--- config.mk ---
export PLATFORM = sky130hd
export DESIGN_NAME = irq_latch_83
export DESIGN_NICKNAME = d
export VERILOG_FILES = /design/src/rtl/irq_latch_83.sv
export SDC_FILE = /design/constraint.sdc
export NUM_CORES = 1
export LEC_CHECK = 0
export CAP_MARGIN = 20
export CORE_UTILIZATION = 50
export CTS_CLUSTER_DIAMETER = 30
export DETAILED_ROUTE_END_ITERATION = 7
export PLACE_DENSITY = 0.9
export SKIP_LAST_GASP = 1
export SLEW_MARGIN = 0
export SYNTH_ARGS = -nofsm -noshare
export SYNTH_HDL_FRONTEND = slang
export SYNTH_SLANG_ARGS = --single-unit
export TNS_END_PERCENT = 100
--- constraint.sdc ---
create_clock -name clk -period 3.3 [get_ports clk]
set_clock_uncertainty 0.05 [all_clocks]
set_input_delay 0.495 -clock clk [delete_from_list [all_inputs] [get_ports clk]]
set_output_delay 0.495 -clock clk [all_outputs]
set_load 0.02 [all_outputs]
--- src/rtl/irq_latch_83.sv ---
// rtl/irq_latch_83.sv - request synchroniser, pending latch and single-level service FSM feeding coder_83
module irq_latch_83 #(
    parameter int SYNC_STAGES = 2,
    parameter bit EDGE_MODE   = 1'b1
) (
    input  logic       clk,
    input  logic       rst_n,
    input  logic [7:0] req_in,
    input  logic [7:0] mask,
    input  logic       ack,
    input  logic [2:0] ack_code,
    input  logic       eoi,
    output logic [7:0] pend_out,
    output logic       irq,
    output logic       busy,
    output logic [2:0] isr_code,
    output logic       err
);

    typedef enum logic {IDLE, SERVICE} state_t;

    state_t     state;
    logic [7:0] sync_q [SYNC_STAGES];
    logic [7:0] prev;
    logic [7:0] pending;
    logic [7:0] sr;
    logic [7:0] detect;
    logic [7:0] clr_vec;
    logic       ack_hit;
    logic       accept;

    always_ff @(posedge clk or negedge rst_n) begin
        if (!rst_n) begin
            for (int i = 0; i < SYNC_STAGES; i++) sync_q[i] <= 8'h00;
        end else begin
            sync_q[0] <= req_in;
            for (int i = 1; i < SYNC_STAGES; i++) sync_q[i] <= sync_q[i-1];
        end
    end

    assign sr     = sync_q[SYNC_STAGES-1];
    assign detect = EDGE_MODE ? (sr & ~prev) : sr;

    // pending stays latched while hidden; only the IDLE view reaches the encoder
    assign pend_out = (state == IDLE) ? (pending & ~mask) : 8'h00;
    assign irq      = |pend_out;
    assign busy     = (state == SERVICE);

    assign ack_hit = pend_out[ack_code];
    assign accept  = (state == IDLE) && ack && ack_hit;
    assign clr_vec = accept ? (8'd1 << ack_code) : 8'h00;

    always_ff @(posedge clk or negedge rst_n) begin
        if (!rst_n) begin
            state    <= IDLE;
            prev     <= 8'h00;
            pending  <= 8'h00;
            isr_code <= 3'd0;
            err      <= 1'b0;
        end else begin
            prev    <= sr;
            // a detect on the acknowledged bit wins: it is a fresh request
            pending <= (pending & ~clr_vec) | detect;
            err     <= (state == IDLE) && ack && !ack_hit;
            case (state)
                IDLE: begin
                    if (accept) begin
                        state    <= SERVICE;
                        isr_code <= ack_code;
                    end
                end
                SERVICE: begin
                    if (eoi) state <= IDLE;
                end
                default: state <= IDLE;
            endcase
        end
    end

endmodule

# Word level (Yosys, flattened, before mapping)
# Cells that the tools add are included.
# Widths: inputs -> output; s select.
[totals]
regBits = 37
input_bits = 23
out_inout_bits = 14
wordCells = 30
[classes]
magnitude_cmp = 1
shift = 1
mux = 7
bitwise = 8
reduce_logical = 6
[ops]
columns = ["cell", "n"]
rows = [
  ["$and 8x8->8", 3],
  ["$not 8->8", 3],
  ["$mux 8", 2],
  ["$or 8x8->8", 1],
  ["$reduce_or 8->1", 1],
  ["$shl 1x3->8 const A", 1],
  ["$lt 3x4->1 const B", 1],
  ["$bmux 1 s3", 1],
  ["$logic_and 1x1->1", 3],
  ["$mux 1", 3],
  ["$pmux 1 s2", 1],
  ["$reduce_and 2->1", 1],
  ["$logic_not 1->1", 1],
  ["$not 1->1", 1],
]

# Depth between registers and ports, before layout
[logic_depth]
word_depth = 10
mapped_depth = 6
depth_no_buf = 5

# Least setup slack after synthesis
# OpenSTA, ideal clock, no wires.
[synth_path]
kind = "register to register"
start = "reg state (netlist: busy)"
end = "reg isr_code[0]"
setup_time_ps = 125
arrival_time_ps = 2418
required_time_ps = 3125
setup_slack_ps = 707
path_stages_with_launch = 6
n_path_buf = 1
synth_period_minus_slack_ps = 2593
cell_sequence = "dfrtp_1 > buf_2 > nor3b_1 > a211oi_1 > or4_4 > mux2_4"
[synth_via]
elab_chain_cells = 5
elab_cells_between_ends = 7
cone_classes = "mux (3); bitwise (1); reduce/logical (3)"
[synth_rtl]
columns = ["item", "line", "source"]
rows = [
  ["start, declared", "22", "state_t state;"],
  ["start signal, assigned", "55", "state <= IDLE;"],
  ["start signal, assigned", "68", "state <= SERVICE;"],
  ["start signal, assigned", "73", "if (eoi) state <= IDLE;"],
  ["$mux 8", "45", "assign pend_out = (state == IDLE) ? (pending & ~mask) : 8'h00;"],
  ["via pend_out[5]", "13", "output logic [7:0] pend_out,"],
  ["$bmux 1 s3", "49", "assign ack_hit = pend_out[ack_code];"],
  ["$mux 1 (implied by the code)", "49", ""],
  ["$logic_and 1x1->1", "50", "assign accept = (state == IDLE) && ack && ack_hit;"],
  ["$reduce_and 2->1 (no source line)", "-", ""],
  ["end signal, assigned", "69", "isr_code <= ack_code;"],
  ["end, declared", "16", "output logic [2:0] isr_code,"],
]
# The timed path passes the listed nets, and every way through them passes these cells. The select of a mux whose other input is x is not followed.
# A chain may end at the register's enable or synchronous reset.

# Final worst setup path
[layout_path]
start = "reg state (netlist: busy)"
end = "out irq"
[layout_via]
elab_chain_cells = 2
[layout_rtl]
columns = ["item", "line", "source"]
rows = [
  ["$mux 8", "45", ""],
  ["$reduce_or 8->1", "46", "assign irq = |pend_out;"],
  ["end, declared", "14", "output logic irq,"],
]
# Every way passes these cells.

==> results.md <==
* VDD IR max at 0.0004212 V
* Slowest CP cell: clkdlybuf4s50_1
* Worst min-delay path class: reg2reg
* Crit Path Category: reg2out
* Power Internal at 703.1 uW
* First-pass GRT wire length at 4.298 mm
* Worst reg2reg path depth at 5
* Initial antenna violation count at 0
* Area share of fa/ha/maj cells after synthesis at 0%
* Fmax achieved at 364.1 MHz
* DP Cell Count at 172
* Antenna Cells at 0
* Worst-path clk slew at 0.10 ns
* Largest family of logic cells by synthesized area: simple AND/OR/NAND/NOR gates
* Post-synth ARST share at between 90% and 100%
* Vias in the first global route at 941
* Total Routed Length at 2.681 mm
* Worst slack, placed at 0.3289 ns
* Post-synth EDFFs at 0
* Slew HR at 67.19%
* Worst path required time at 2.75 ns
* DRC at 0
* Most frequent cells in the layout: 37 x dfrtp_1, 36 x clkdlybuf4s50_1, 13 x o21ai_0
* Share of post-route cells with drive strength above 1 at 9.396%
* CP cell instances: nor3b_1, nor4_1, nand2_1, clkdlybuf4s50_1
* Fin worst setup slack at 0.5538 ns
* Placement row count at 18
* Sequential Area at 925.9 um^2
* Reg2reg setup slack at 0.83 ns
* Register area share after synthesis at about 66%
* P_sw at 253.7 uW
* CP startpoint kind: flip-flop
* CTS H-Tree Depth at 2
* Post-layout util at 71.39%
* Final worst-path cycle share at between 80% and 90%
* Vias per Instance at 5.587
* Tightest Pin Transition at 0.4911 ns
* Sink Count at 37
* Clock power frac at around a quarter
* YS warnings at 0
* GRT Util Overall at 21.97%
* DR WL/cell at 14.98 um
* Final hold viol count at 0
* Syn nets at 132
* WHS Path Cells at 0
* Synth-to-Final Area Change at 31.39%
* Clock Path Buffers at 2
* Xor/xnor share of the synthesized area at 0%
* Post-synthesis mux area share at 3.229%
* Max stage delay on crit path at approximately 0.6 ns
* Fin crit period at 2.746 ns
* Width of the die at 54.82 um
* Sw Share at 26.52%
* Main synth FF type: dfrtp_1
* IO Pins at 37
* Final GP Congestion at 0.9084
* Critical path buffers and inverters at 1
* Crit path max-delay family: simple AND/OR/NAND/NOR gates
* Yosys cell types at 25
* RSZ-0062 raised after global routing: no
* Crit end category: output port
* Outcome: completed
* DR pass1 iterations at 5
* Critical Path Stages at 4
* Pin count of the biggest net entering global routing at 38
* Layout Cells excl Fill at between 150 and 200
* Max-cap violations at 0
* DRT antenna net count at 0
* GRT overflow at 0
* Nets at 172
* Yosys reg bits at 37
* Logic pwr share at between 20% and 30%
* Slew Viols, Final at 0
* CTS Hold Bufs at 0
* Seq pwr share at a little over half
* Resize count post-CTS at 0
* Synth Area in Compound Gates at 9.776%
* Leakage at 0.0007865 uW
* Clk root buf: clkbuf_4
* Setup TNS at 0 ns
* Core area at about 2600 um^2
* Pwr dens at 522.0 nW/um^2
* Filler instances at about 200
* Total die area at 3005 um^2
* Initial Utilization at 54.34%
* Setup bufs post-CTS at 0
* Simple-gate share of the synthesized area at 16.05%
* Crit-path max FO at 16
* Port bufs at 36
* Final setup viols at 0
* CTS Buf Count at 5
* Skew-Pair Late Insertion Delay at 0.33 ns
* Drt initial violations at 27
* Via Count at roughly 1,000
* Mapped Cells at 109
* Area of the multi-input gates at 405.4 um^2
* Crit path DAT at 2.20 ns
* Most common cell after layout, fill and taps aside: dfrtp_1
* DP Wirelength at 2.015 mm
* CTS tree: yes
* Synthesized area at 1395 um^2
* Hold slack at 0.2912 ns
* Syn avg cell area at 12.80 um^2
* Die Y at 54.82 um
[through the flow]
| step | total power (uW) | area, um^2 |
|---|---|---|
| global route | 1012 | 1833 |
| finish | 956.8 | 1833 |
| CTS | 971.2 | 1833 |
| floorplan | 629.6 | 1395 |
| global placement | 728.7 | 1778 |
| detailed placement | 740.2 | 1778 |
[synth_stat cells (all sizes together), types with 2 or more instances]
cell type,count,area [um^2]
nor3,4,20.02
o41ai,3,26.28
o31ai,3,22.52
nor4,2,12.51
mux2,3,45.04
dfrtp,37,925.9
inv,11,41.29
o21ai,13,65.06
buf,4,22.52
and4bb,2,25.02
nand2b,2,12.51
nand2,4,15.01
nor2,3,11.26
nor3b,7,62.56
or2b,3,22.52
[power groups by stage]
stage               combinational [uW]  sequential [uW]  clock (uW)
floorplan                         98.2              531           0
global placement                   208              521           0
detailed placement                 216              524           0
CTS                                217              515         239
global route                       234              520         258
finish                             215              515         227
[worst reg2reg max path: stages (launching register included)]
cell	delay, ns
dfrtp_1	0.57
and4bb_1	0.36
o22ai_1	0.09
a211o_1	0.39
or4_4	0.59
mux2_4	0.32
[layer usage]
layer  part of all wire [%]  routed length, um  vias to the layer above  track usage [%]
met3                    9.4                252                        7            8.056
met1                     38               1026                      478            25.00
met2                     50               1339                       54            35.34
met5                      0                  0                        -                0
li1                       -                  -                      461                -
met4                    2.3                 63                        0            12.39
[final cells by class]
type / instances / share of cell area [%]
Clock buffer: 7 / 3.003
Sequential cell: 37 / 50.51
Inverter: 11 / 2.253
Timing Repair Buffer: 37 / 20.07
Tap cell: 30 / 2.048
Multi-Input combinational cell: 57 / 22.12
[kinds of logic (layout without fill, tap and decap cells)]
kind of cell | count (synthesis) | after routing
simple gates | 32 | 32
flops | 37 | 37
mux | 3 | 3
compound gates | 22 | 22
buf+inv | 15 | 55
[state kept, by name, indices dropped and copies added, names as in the netlist]
| signal | cells |
|---|---|
| sr | 8 |
| isr_code | 3 |
| prev | 8 |
| sync_q | 8 |
| pending | 8 |
| busy | 1 |
| err | 1 |
[worst paths after layout]
kind / from / to
max: busy$_DFF_PN0_ / irq
min: sync_q[13]$_DFF_PN0_ / sr[5]$_DFF_PN0_
max reg2reg: busy$_DFF_PN0_ / isr_code[2]$_DFFE_PN0P_
min reg2reg: sync_q[13]$_DFF_PN0_ / sr[5]$_DFF_PN0_
max in group asynchronous: rst_n / sync_q[8]$_DFF_PN0_
min in group asynchronous: rst_n / err$_DFF_PN0_
Note: power is estimated with default switching activity, not from simulation.
